--- src/rtl/core_sequencer.sv ---
// core_sequencer: multi-cycle RV32I control FSM (FETCH/DECODE/EXEC/WB).
// Owns the architectural PC, the instruction register and the retire counter.
module core_sequencer #(
  parameter logic [31:0] RESET_PC      = 32'h0000_0000,
  parameter int unsigned FETCH_TIMEOUT = 255
) (
  input  logic        clk,
  input  logic        rst_n,
  input  logic        run,
  output logic        imem_req,
  output logic [31:0] imem_addr,
  input  logic        imem_ack,
  input  logic [31:0] imem_rdata,
  output logic [31:0] ir,
  output logic [31:0] pc,
  input  logic        dec_we,
  input  logic        dec_jmpe,
  input  logic        dec_be,
  input  logic [31:0] alu_result,
  input  logic        br_taken,
  output logic        rf_we,
  output logic [31:0] rf_wdata,
  output logic        retire,
  output logic [31:0] instret,
  output logic        busy,
  output logic        fault,
  output logic [1:0]  fault_cause
);

  localparam int unsigned XLEN  = 32;
  localparam int unsigned CNT_W = 16;
  localparam bit          TO_EN = (FETCH_TIMEOUT != 0);
  localparam logic [CNT_W-1:0] TO_LAST = CNT_W'(FETCH_TIMEOUT - 1);

  localparam logic [1:0] CAUSE_MISALIGN = 2'b01;
  localparam logic [1:0] CAUSE_TIMEOUT  = 2'b10;

  typedef enum logic [2:0] {
    S_IDLE, S_FETCH, S_DECODE, S_EXEC, S_WB, S_FAULT
  } state_e;

  state_e           state_q, state_d;
  logic [XLEN-1:0]  pc_q, pc_d;
  logic [XLEN-1:0]  ir_q, ir_d;
  logic [XLEN-1:0]  alu_q, alu_d;
  logic             br_q, br_d;
  logic [CNT_W-1:0] cnt_q, cnt_d;
  logic [XLEN-1:0]  instret_q, instret_d;
  logic [1:0]       cause_q, cause_d;
  logic [XLEN-1:0]  pc_plus4;

  assign pc_plus4 = pc_q + 32'd4;

  // State and datapath registers
  always_ff @(posedge clk or negedge rst_n) begin
    if (!rst_n) begin
      state_q   <= S_IDLE;
      pc_q      <= RESET_PC;
      ir_q      <= '0;
      alu_q     <= '0;
      br_q      <= 1'b0;
      cnt_q     <= '0;
      instret_q <= '0;
      cause_q   <= 2'b00;
    end else begin
      state_q   <= state_d;
      pc_q      <= pc_d;
      ir_q      <= ir_d;
      alu_q     <= alu_d;
      br_q      <= br_d;
      cnt_q     <= cnt_d;
      instret_q <= instret_d;
      cause_q   <= cause_d;
    end
  end

  // Next-state and WB-cycle strobes
  always_comb begin
    state_d   = state_q;
    pc_d      = pc_q;
    ir_d      = ir_q;
    alu_d     = alu_q;
    br_d      = br_q;
    cnt_d     = cnt_q;
    instret_d = instret_q;
    cause_d   = cause_q;
    imem_req  = 1'b0;
    rf_we     = 1'b0;
    rf_wdata  = '0;
    retire    = 1'b0;

    unique case (state_q)
      S_IDLE: begin
        if (run) begin
          state_d = S_FETCH;
          cnt_d   = '0;
        end
      end
      S_FETCH: begin
        // A misaligned pc faults before any request leaves the core
        if (pc_q[1:0] != 2'b00) begin
          state_d = S_FAULT;
          cause_d = CAUSE_MISALIGN;
        end else begin
          imem_req = 1'b1;
          if (imem_ack) begin
            ir_d    = imem_rdata;
            state_d = S_DECODE;
          end else if (TO_EN && (cnt_q == TO_LAST)) begin
            state_d = S_FAULT;
            cause_d = CAUSE_TIMEOUT;
          end else begin
            cnt_d = cnt_q + CNT_W'(1);
          end
        end
      end
      S_DECODE: state_d = S_EXEC;
      S_EXEC: begin
        alu_d   = alu_result;
        br_d    = br_taken;
        state_d = S_WB;
      end
      S_WB: begin
        rf_we     = dec_we;
        rf_wdata  = dec_jmpe ? pc_plus4 : alu_q;
        retire    = 1'b1;
        instret_d = instret_q + 32'd1;
        if (dec_jmpe)               pc_d = alu_q & ~32'h1;
        else if (dec_be && br_q)    pc_d = alu_q;
        else                        pc_d = pc_plus4;
        if (run) begin
          state_d = S_FETCH;
          cnt_d   = '0;
        end else begin
          state_d = S_IDLE;
        end
      end
      S_FAULT: state_d = S_FAULT;
      default: state_d = S_IDLE;
    endcase
  end

  assign imem_addr   = pc_q;
  assign pc          = pc_q;
  assign ir          = ir_q;
  assign instret     = instret_q;
  assign busy        = (state_q != S_IDLE) && (state_q != S_FAULT);
  assign fault       = (state_q == S_FAULT);
  assign fault_cause = cause_q;

endmodule

--- config.mk ---
export PLATFORM = sky130hd
export DESIGN_NAME = core_sequencer
export DESIGN_NICKNAME = d
export VERILOG_FILES = /design/src/rtl/core_sequencer.sv
export SDC_FILE = /design/constraint.sdc
export NUM_CORES = 1
export LEC_CHECK = 0
export BUFFER_PORTS_ARGS = -buffer_cell sky130_fd_sc_hd__buf_2
export CAP_MARGIN = 20
export CORE_MARGIN = 5
export CORE_UTILIZATION = 52
export CTS_CLUSTER_SIZE = 25
export DETAILED_ROUTE_END_ITERATION = 16
export PLACE_DENSITY = 0.89
export SLEW_MARGIN = 15
export SYNTH_ARGS = -nofsm -noshare
export SYNTH_HDL_FRONTEND = slang
export SYNTH_SLANG_ARGS = --single-unit
--- constraint.sdc ---
create_clock -name clk -period 3.2 [get_ports clk]
set_clock_uncertainty 0.1 [all_clocks]
set_input_delay 0.64 -clock clk [delete_from_list [all_inputs] [get_ports clk]]
set_output_delay 0.64 -clock clk [all_outputs]
set_load 0.01 [all_outputs]
# After elaboration in Yosys (flattened, before gate mapping)
# Cells that the tools add are included.
# word_totals
regBits	150
elab_cells	60
# classes
n_addsub	3
eq_ne	14
mux	22
bitwise	1
reduce_logical	12
# ops
cell	n
$mux 32	4
$mux 16	4
$add 32x1->32 const B	1
$add 32x3->32 const B	1
$pmux 16 s2	1
$pmux 3 s6	1
$add 16x1->16 const B	1
$eq 16x8->1 const B	1
$mux 3	4
$ne 2x2->1 const B	4
$eq 3x2->1 const B	2
$eq 3x3->1 const B	2
$mux 2	3
$reduce_and 3->1	2
$reduce_bool 2->1	3
$mux 1	5
$reduce_and 5->1	1
$ne 2x1->1 const B	2
$ne 4x4->1 const B	1
$eq 3x1->1 const B	1
$logic_not 3->1	1
$ne 3x3->1 const B	1
$reduce_bool 3->1	1
$logic_and 1x1->1	2
other kinds (3)	3

# Longest topological paths before layout
# Gate-level depths: netlist of run 1.
# depth
depth_word	5
depth_mapped	9
ltp_nobuf	6

# Least setup slack after synthesis of run 1
# No wires, ideal clock.
# synth_timing
path_kind	reg2out
from	reg pc_q[5] (netlist: imem_addr[5])
to	out rf_wdata[23]
t_arrival_ns	2.012
path_stages_with_launch	8
path_slack_ns	0.448
cell_sequence	dfrtp_1 -> buf_2 -> and4_1 -> clkbuf_2 -> nand4_1 -> or4_4 -> xor2_1 -> a21oi_1
# synth_between
elab_chain_len	3
# synth_rtl
item	line_no	rtl
start, declared	43	logic [XLEN-1:0] pc_q, pc_d;
start signal, assigned	67	pc_q <= pc_d;
$add 32x3->32	52	assign pc_plus4 = pc_q + 32'd4;
$mux 32	125	rf_wdata = dec_jmpe ? pc_plus4 : alu_q;
$mux 32	92	unique case (state_q)
end, declared	22	output logic [31:0] rf_wdata,
# Every way passes these cells.

# Worst setup path after layout of run 1
# layout_timing
from	reg pc_q[17] (netlist: imem_addr[17])
to	out rf_wdata[23]
# The elaborated chain is that of the path after synthesis.

==> impl_metrics.csv, run 1 <==
group,metric,value,unit
clocking,htreeDepth,4,
yosys,synth.area.mux_share,9.906,%
global_routing,grt_antenna_before_repair,2,
yosys,synth_edf_count,0,
yosys,synth_compound_area_share,10.78,%
worst_setup_path,cp-end-kind,"output pin",
die,io_pins,239,
timing,max_freq,0.3189,GHz
worst_setup_path,reg2regPathDepth,6,
worst_setup_path,required,2.46,ns
placement,place_ws,0.3037,ns
detailed_routing,num_vias,7098,
global_routing,grt_pass1_wl,34910,µm
timing,whs,0.1424,ns
yosys,ys.flop_type,"dfrtp_1",
hold_path,hp-class,"input pin to async pin",
global_routing,grt_use_total,24.20,%
detailed_routing,dr.pass1.iters,5,
detailed_routing,wire_per_inst,18.72,µm
finish,nNetsFinal,1080,
clocking,cts_made_buffers,17,
pwr,power_density,894.9,mW/mm²
yosys,mappedNetlistNets,869,
yosys,syn_inst,793,
yosys,synth-simple-area-share,18.84,%
clocking,cts_tree,"yes",
yosys,yosys_warnings,0,
worst_setup_path,crit_type,"flop to output pin",
job,cap_violations,0,
clocking,clkSlewWorstSetupHoldPaths,0.07,ns
finish,area.growth.synth_to_final,23.80,%
pwr,leakagePower,0.004597,µW
finish,drive_gt1_share,40.31,%
yosys,syn_avg_cell_area,10.10,µm²
detailed_routing,drc_errors,0,
yosys,ys_seq_area_share,46.87,%
timing,tightest_slew,0.6910,ns
worst_setup_path,r2r-end,"instret[16]",
run_status,status,"complete, no violations",
clocking,clk_latency,0.42,ns
detailed_routing,postRouteWirelength,22580,µm
yosys,ys_types,67,
yosys,synth_top_family_by_area,"simple AND/OR/NAND/NOR gates",
die,die_x,134.1,µm
timing,fin_crit_sh,98.00,%
clocking,cts_root_buf,"clkbuf_16",
worst_setup_path,start_kind,"flop",
timing,finalWorstSetupSlack,0.06391,ns
die,start_util,52.87,%
clocking,cts_num_sinks,150,
yosys,synth-xor-area-share,6.781,%
placement,place_congestion,0.8481,
die,die_h,134.1,µm
timing,relSlewSlack,53.93,%
global_routing,grt_pass1_vias,6753,
timing,period_minus_slack,3.136,ns
timing,hold_viol,0,
detailed_routing,via_per_inst,5.886,
placement,portBuffers,238,
timing,finalSetupViolations,0,
die,coreArea,0.01515,mm²
global_routing,grt_overflow_total,0,
worst_setup_path,reg2reg_from,"state_q[2]",
yosys,synth_fa_ha_area_share,0.6250,%
detailed_routing,final_antenna_net_count,0,
pwr,peakVddDrop,580.3,µV
die,rows,45,
worst_setup_path,r2r_slack,0.57,ns
yosys,synth_area,0.008008,mm²
yosys,synth_seq_cells,150,
worst_setup_path,cp_max_fo,6,
yosys,async_reset_ff_share,100.0,%
die,dieArea,0.01798,mm²
clocking,clock_path_buffers,2,
global_routing,grt_max_degree,74,
detailed_routing,initialDrtViolationCount,603,
timing,slew_violations,0,
placement,hpwl,15490,µm
worst_setup_path,critPathArrivalTime,2.40,ns
[layout by cell type, fill, tap and decap left out, types with 8 or more instances in the layout]
cell type,synthesis,layout
buf_4,33,29
buf_2,3,237
clkbuf_16,0,17
o21ai_0,42,42
nor3_1,21,17
nand3_1,42,42
mux2_2,66,66
nand2_1,56,56
and4_1,11,10
xor2_1,29,29
inv_1,9,9
a22oi_1,13,13
o22ai_1,8,8
dfrtp_1,150,136
nor2_1,56,56
a21oi_1,42,42
dfrtp_2,0,14
nand4_1,23,23
and3_1,14,13
xnor2_1,33,33
[kinds of logic after synthesis]
group | Yosys count
and+or+nand+nor | 277
adders and majority gates | 4
DFF | 150
AOI/OAI and AO/OA | 142
xor gates and xnor gates | 62
muxes | 71
buffers and inverters | 87
[cells in the mapped netlist, types with 4 or more instances]
cell type	number	area, µm²
clkbuf_1	29	108.9
xor2_1	29	254.0
nor3_1	21	105.1
and2_1	7	43.79
a22oi_1	13	97.59
mux2_2	66	743.2
nor2_1	56	210.2
nand3_1	42	210.2
o211ai_1	6	45.04
nand3b_1	5	37.54
dfrtp_1	150	3754
or3_1	5	31.28
o21ai_0	42	210.2
a31oi_1	4	25.02
a211oi_1	5	37.54
nor3b_1	6	45.04
a21oi_1	42	210.2
nand2_1	56	210.2
buf_1	6	22.52
o22ai_1	8	50.05
ha_1	4	50.05
inv_1	9	33.78
and3_1	14	87.58
nand4_1	23	143.9
nor4_1	6	37.54
mux2i_1	5	50.05
buf_4	33	247.7
xnor2_1	33	289.0
and4_1	11	96.34
[critical path, cell delays in order (launching register included)]
cell and delay [ns]:
dfrtp_2 0.42, nand3_1 0.12, or2_2 0.35, or4_4 0.57, xor2_1 0.16, a21oi_1 0.19, buf_2 0.16
[where the power goes]
group	internal [µW]	switching [µW]	total, µW
combinational	1650	1990	3640
sequential	2570	723	3290
clock	1050	888	1940
total	5270	3600	8870
[layer usage]
layer	global-route usage, %	routed length [µm]
met3	5.101	1502
met1	31.09	9146
met4	9.785	597
met2	40.15	11330
met5	0	7
[stage by stage]
stage	total power [µW]	area [µm²]	setup TNS (ns)	instances	utilization [%]
floorplan	5558	8008	0	793	-
detailed placement	6751	9174	0	1161	60.57
CTS	8730	9773	0	1195	64.53
global placement	6617	9174	0	1161	60.57
global route	9399	9913	-0.04051	1206	65.45
finish	8871	9913	0	1206	65.45
[state kept, by name (all words and copies together), names as in the netlist]
name and count:
instret 32, cnt_q 16, imem_addr 32, alu_q 32, ir 32, fault_cause 2
state_q 3, br_q 1
[repair_timing]
item                                    in CTS  in global routing
buffers inserted                             2                 10
hold buffers                                 0                  0
endpoints found under the setup margin      12                 16
gates resized for setup                     10                 18
pin swaps                                    1                  1
[final cells by class]
type,instances,area (µm²)
fillers,1215,5233
multi-input cells,556,3824
flip-flops and latches,150,3771
repair buffers,270,1475
clock buffers,18,439.2
well taps,188,235.2
clock inverters,14,132.6
inverters,9,33.78
diodes,1,2.502
[worst max-delay path by stage]
stage,from,end,slack (ns),depth (start not counted)
2_1_floorplan,imem_addr[5],rf_wdata[23],0.45,7
3_3_place_gp,imem_addr[2],rf_wdata[20],0.35,7
3_5_place_dp,imem_addr[2],rf_wdata[16],0.30,7
4_1_cts,imem_addr[7],rf_wdata[28],0.005,6
5_1_grt,imem_addr[19],rf_wdata[28],-0.03,6
6_report,imem_addr[17],rf_wdata[23],0.06,6
No activity file was read; power rests on OpenSTA's default activity.
==> inputs of run 2 (changes only) <==
--- a/config.mk
+++ b/config.mk
@@ -5,13 +5,14 @@
 export SDC_FILE = /design/constraint.sdc
 export NUM_CORES = 1
 export LEC_CHECK = 0
+export ABC_AREA = 1
 export BUFFER_PORTS_ARGS = -buffer_cell sky130_fd_sc_hd__buf_2
 export CAP_MARGIN = 20
 export CORE_MARGIN = 5
 export CORE_UTILIZATION = 52
 export CTS_CLUSTER_SIZE = 25
 export DETAILED_ROUTE_END_ITERATION = 16
-export PLACE_DENSITY = 0.89
+export PLACE_DENSITY = 0.88
 export SLEW_MARGIN = 15
 export SYNTH_ARGS = -nofsm -noshare
 export SYNTH_HDL_FRONTEND = slang
==> run 2 against run 1 <==
Worst setup slack gained 0.10 ns. Sequential power grew 2%. Non-clock buffer count down 22. Highest routed layer is now met4.
==> impl_metrics.csv, run 2 <==
group,metric,value,unit
timing,period_minus_slack,3.036,ns
yosys,synth_seq_cells,150,
clocking,clock_path_buffers,2,
timing,fin_crit_sh,94.87,%
worst_setup_path,slowest_delay,0.45,ns
timing,setup-tns-final,0,ns
global_routing,grt_pass1_vias,8504,
finish,final_common_cell,"nand2_1",
timing,finalSetupViolations,0,
timing,tightest_slew,0.8754,ns
worst_setup_path,r2r_slack,0.87,ns
hold_path,hp-class,"input pin to async pin",
placement,place_congestion,0.9111,
finish,area.growth.synth_to_final,20.17,%
clocking,clk_latency,0.43,ns
finish,nNetsFinal,1483,
die,die_x,140.2,µm
pwr,power_frac_comb,41.1,%
pwr,intPower,5247,µW
die,start_util,53.16,%
pwr,swShare,43.20,%
worst_setup_path,required,2.46,ns
clocking,cts_root_buf,"clkbuf_16",
die,io_pins,239,
yosys,synth_top_area_share,42.58,%
clocking,clkSlewWorstSetupHoldPaths,0.07,ns
clocking,cts_tree,"yes",
finish,final_cell_mix,"nand2_1 (418), buf_2 (237), dfrtp_1 (150), inv_1 (142), nor2_1 (122)",
run_status,status,"complete, no violations",
worst_setup_path,crit_start,"state_q[0]",
job,cap_violations,0,
global_routing,grt_use_total,25.49,%
worst_setup_path,reg2regPathDepth,9,
finish,fillCellCount,1424,
pwr,net-switching-power,3991,µW
yosys,synthTopCellsByCount,"nand2_1 (419), dfrtp_1 (150), inv_1 (142), nor2_1 (122), nand3_1 (61)",
worst_setup_path,path_cells,"nor2_4 > nand2_4 > buf_4 > a21oi_1 > o21ai_0 > inv_1 > buf_2",
placement,portBuffers,238,
worst_setup_path,cp-end-kind,"output pin",
worst_setup_path,r2r-end,"cnt_q[15]",
die,coreArea,0.01658,mm²
die,dieArea,0.01966,mm²
pwr,leakagePower,0.005730,µW
finish,multi_input_area,0.004111,mm²
finish,drive_gt1_share,21.62,%
finish,fin_area,0.01059,mm²
finish,fin_cells,1640,
pwr,clockPowerShare,22.6,%
placement,place_area,0.009986,mm²
yosys,syn_avg_cell_area,7.322,µm²
global_routing,grt_antenna_before_repair,0,
pwr,seqPwrFrac,36.3,%
detailed_routing,wire_per_inst,15.11,µm
detailed_routing,final_antenna_net_count,0,
detailed_routing,via_per_inst,5.254,
yosys,yosysMostFrequentCell,"nand2_1",
placement,post-place-cells,1608,
global_routing,grt_pass1_wl,41520,µm
clocking,cts_num_sinks,150,
clocking,cts_made_buffers,17,
yosys,synth_area,0.008816,mm²
worst_setup_path,critPathArrivalTime,2.30,ns
yosys,synth_top_cell_by_area,"dfrtp_1",
pwr,peakVddDrop,488.3,µV
timing,hold_viol,0,
placement,hpwl,18280,µm
worst_setup_path,cp_max_fo,33,
detailed_routing,drc_errors,0,
yosys,ys.flop_type,"dfrtp_1",
timing,rsz0062_at_grt,"false",
worst_setup_path,reg2reg_from,"cnt_q[0]",
yosys,syn_inst,1204,
detailed_routing,postRouteWirelength,24780,µm
timing,relSlewSlack,41.64,%
finish,ff_latch_area,0.003754,mm²
detailed_routing,dr.pass1.iters,6,
finish,antenna_cells,0,
yosys,ys_seq_area_share,42.58,%
pwr,totalPowerFinal,9238,µW
worst_setup_path,cpMaxStageDelayCell,"dfrtp_1",
global_routing,grt_overflow_total,0,
pwr,power_density,872.0,mW/mm²
timing,slew_violations,0,
timing,whs,0.08950,ns
worst_setup_path,crit_type,"flop to output pin",
detailed_routing,num_vias,8617,
timing,max_freq,0.3294,GHz
yosys,async_reset_ff_share,100.0,%
detailed_routing,initialDrtViolationCount,728,
die,rows,47,
yosys,ys_types,38,
die,die_h,140.2,µm
yosys,synth_edf_count,0,
yosys,synth.area.top_cells,"dfrtp_1 (43%), nand2_1 (18%), inv_1 (6.0%), nor2_1 (5.2%), mux2_1 (3.7%)",
yosys,yosys_warnings,0,
yosys,mappedNetlistNets,1280,
global_routing,grt_max_degree,68,
worst_setup_path,start_kind,"flop",
clocking,htreeDepth,4,
worst_setup_path,worstSetupEndpoint,"rf_wdata[13]",
==> run 2: cell types whose count changed after synthesis, sizes merged, moves of 14 or more <==
cell	delta
nor3	-14
nand3	+20
nand2	+369
nand4	-15
inv	+137
mux2	-34
clkbuf	-22
xnor2	-20
and3	-16
nor2	+74
==> run 2: layout make-up <==
type / count / area share, %
repair buffers: 248 / 12.25
multi-input cells: 844 / 38.81
inverters: 146 / 5.197
flip-flops and latches: 150 / 35.43
clock buffers: 17 / 4.016
clock inverters: 15 / 1.701
well taps: 220 / 2.598
==> run 2: worst max-delay path: cells and delay by family, from the launching register on <==
kind	cells	cell delay, ns
compound gates	2	0.28
buf+inv	3	0.58
flops	1	0.45
simple gates	2	0.54
==> run 2: power groups by stage <==
stage          logic, µW  registers, µW  clock network, µW
2_1_floorplan       2460           3380                  0
3_3_place_gp        3680           3320                  0
3_5_place_dp        3790           3360                  0
4_1_cts             3820           3340               2120
5_1_grt             4240           3470               2210
6_report            3800           3350               2080
==> run 2: repair_timing <==
item                       CTS  global route
setup buffers                0             0
hold buffers                 0             0
gates resized for setup      0             1
setup endpoints to repair    0             2
hold endpoints to repair     0             0
==> run 2: worst min-delay path by stage <==
stage | from | endpoint | cells after the start
2_1_floorplan | rst_n | alu_q[0] | 0
3_3_place_gp | br_q | br_q | 2
3_5_place_dp | alu_q[0] | alu_q[0] | 2
4_1_cts | rst_n | instret[31] | 1
5_1_grt | rst_n | instret[31] | 1
6_report | rst_n | instret[31] | 1
==> run 2: routing by layer <==
layer,up-vias,track usage (%),routed length (µm)
li1,4172,-,-
met1,3993,34.02,10440
met2,403,39.97,11310
met3,49,7.532,2517
met4,0,8.516,517
met5,-,0,0
==> run 2: cells by family (layout without fill, tap and decap cells) <==
group | Yosys count | in the layout | share of synthesized area, %
multiplexers | 32 | 32 | 4.087
AND/OR/NAND/NOR | 646 | 646 | 30.36
AO/OA/AOI/OAI | 131 | 131 | 8.444
flip-flops | 150 | 150 | 42.58
buffers and inverters | 210 | 426 | 10.89
adder cells (fa/ha/maj) | 4 | 4 | 0.5677
XOR/XNOR | 31 | 31 | 3.080
==> run 2: stage by stage <==
step | worst slack [ns] | util, %
after floorplan | 0.9599 | -
after global placement | 0.6613 | 60.22
after detailed placement | 0.6239 | 60.22
after CTS | 0.1475 | 63.87
after global routing | 0.02118 | 63.88
final | 0.1640 | 63.88
==> inputs of run 3 (changes only) <==
--- a/config.mk
+++ b/config.mk
@@ -12,7 +12,8 @@
 export CORE_UTILIZATION = 52
 export CTS_CLUSTER_SIZE = 25
 export DETAILED_ROUTE_END_ITERATION = 16
-export PLACE_DENSITY = 0.88
+export PLACE_DENSITY_LB_ADDON = 0.2
+export SKIP_LAST_GASP = 1
 export SLEW_MARGIN = 15
 export SYNTH_ARGS = -nofsm -noshare
 export SYNTH_HDL_FRONTEND = slang
==> run 3 against run 2 <==
Clock power barely moved. Critical endpoint is now rf_wdata[16]. Largest cell class unchanged. Highest routed layer is now met5. Total power down 0.75%. Sequential cell count unchanged.
==> impl_metrics.csv, run 3 (synthesis gave the netlist of run 2 again) <==
group,metric,value,unit
detailed_routing,topRoutingLayerUsed,"met5",
pwr,seqPwrFrac,36.5,%
detailed_routing,wire_per_inst,14.95,µm
timing,fin_crit_sh,96.62,%
die,die_x,140.2,µm
global_routing,grt_max_degree,78,
detailed_routing,postRouteWirelength,24510,µm
pwr,clockPowerShare,22.6,%
die,io_pins,239,
timing,rsz0062_at_grt,"false",
die,coreArea,0.01658,mm²
detailed_routing,final_antenna_net_count,0,
worst_setup_path,crit_type,"flop to output pin",
pwr,leakagePower,0.005707,µW
die,dieArea,0.01966,mm²
finish,fin_area,0.01057,mm²
worst_setup_path,cp_max_fo,7,
detailed_routing,via_per_inst,5.131,
detailed_routing,wl_met3,1933,µm
detailed_routing,met2WireLength,11180,µm
finish,final_common_cell,"nand2_1",
placement,portBuffers,238,
detailed_routing,dr.pass1.iters,6,
worst_setup_path,start_kind,"flop",
clocking,clock_path_buffers,2,
timing,relSlewSlack,45.38,%
detailed_routing,met1_length,10930,µm
finish,nNetsFinal,1482,
pwr,peakVddDrop,523.6,µV
die,rows,47,
timing,hold_viol,0,
clocking,cts_num_sinks,150,
placement,hpwl,18150,µm
placement,place_congestion,0.9173,
clocking,cts_made_buffers,17,
worst_setup_path,path_cells,"ha_1 > nand3_1 > nor2_1 > nand4_1 > nand2_1 > o21ai_0 > inv_1 > buf_2",
worst_setup_path,reg2regPathDepth,7,
worst_setup_path,slowest_delay,0.46,ns
timing,finalSetupViolations,0,
timing,period_minus_slack,3.092,ns
worst_setup_path,cp-end-kind,"output pin",
clocking,clk_latency,0.42,ns
finish,area.growth.synth_to_final,19.90,%
worst_setup_path,cpMaxStageDelayCell,"dfrtp_1",
worst_setup_path,critPathArrivalTime,2.35,ns
global_routing,grt_pass1_wl,40420,µm
detailed_routing,num_vias,8409,
die,die_h,140.2,µm
pwr,swShare,42.23,%
detailed_routing,initialDrtViolationCount,690,
pwr,totalPowerFinal,9168,µW
worst_setup_path,r2r-end,"imem_addr[20]",
detailed_routing,drc_errors,0,
finish,drive_gt1_share,21.44,%
clocking,cts_tree,"yes",
pwr,intPower,5296,µW
timing,setup-tns-final,0,ns
worst_setup_path,r2r_slack,0.64,ns
pwr,power_frac_comb,40.9,%
worst_setup_path,crit_start,"imem_addr[2]",
clocking,cts_root_buf,"clkbuf_16",
clocking,cts_setup_buffers,0,
global_routing,grt_use_total,25.03,%
pwr,net-switching-power,3872,µW
timing,slew_violations,0,
die,start_util,53.16,%
placement,place_area,0.009966,mm²
run_status,status,"complete, no violations",
global_routing,grt_overflow_total,0,
timing,max_freq,0.3234,GHz
global_routing,grt_antenna_before_repair,2,
clocking,clkSlewWorstSetupHoldPaths,0.07,ns
global_routing,grt_pass1_vias,7994,
worst_setup_path,required,2.46,ns
clocking,htreeDepth,4,
hold_path,hp-class,"input pin to async pin",
worst_setup_path,reg2reg_from,"state_q[0]",
timing,tightest_slew,0.8184,ns
job,cap_violations,0,
finish,final_cell_mix,"nand2_1 (419), buf_2 (237), dfrtp_1 (150), inv_1 (142), nor2_1 (121)",
pwr,power_density,867.4,mW/mm²
-- run 3: layout make-up --
| type | count | area (µm²) |
|---|---|---|
| fill | 1527 | 6013 |
| multi-input combinational | 844 | 4111 |
| sequential | 150 | 3754 |
| timing repair buffer | 247 | 1277 |
| inverter | 146 | 550.5 |
| clock buffer | 18 | 429.2 |
| tap | 220 | 275.3 |
| clock inverter | 13 | 170.2 |
| antenna | 1 | 2.502 |
-- run 3: power groups by stage --
stage	registers [µW]	logic, µW	clock network [µW]
after floorplan	3380	2460	0
after global placement	3340	3680	0
after detailed placement	3360	3760	0
after CTS	3340	3780	2110
after global routing	3460	4220	2180
final	3350	3750	2070
-- run 3: how the worst max path moves through the flow --
stage	slack [ns]	cells past startpoint	end
after floorplan	0.96	9	rf_wdata[22]
after global placement	0.69	5	imem_addr[18]
after detailed placement	0.63	11	rf_wdata[22]
after CTS	0.13	11	rf_wdata[22]
after global routing	0.0008	8	rf_wdata[16]
final	0.11	8	rf_wdata[16]
-- run 3: stage by stage --
stage	std cells	utilization, %	setup slack, ns	hold slack [ns]
finish	1639	63.74	0.1082	0.1248
global route	1639	63.74	0.0007581	0.1769
CTS	1638	63.71	0.1295	0.1504
detailed placement	1607	60.10	0.6319	0.3572
global placement	1607	60.10	0.6894	0.3514
floorplan	1204	-	0.9599	0.2444
-- run 3: layer usage --
metal	global-route usage (%)	up-vias
met4	7.445	2
met5	0	-
li1	-	4159
met1	34.04	3880
met2	40.12	335
met3	5.794	33
-- run 3: worst max-delay path, delay by kind of cell, from the launching register on --
family / cells / cell delay [ns]
AOI/OAI and AO/OA: 1 / 0.10
DFF: 1 / 0.46
adders and majority gates: 1 / 0.26
and+or+nand+nor: 4 / 0.89
buffers and inverters: 2 / 0.21
-- run 3: repair_timing --
action                     4_1_cts  5_1_grt
hold buffers                     0        0
gates resized for setup          0        1
setup endpoints to repair        0        3
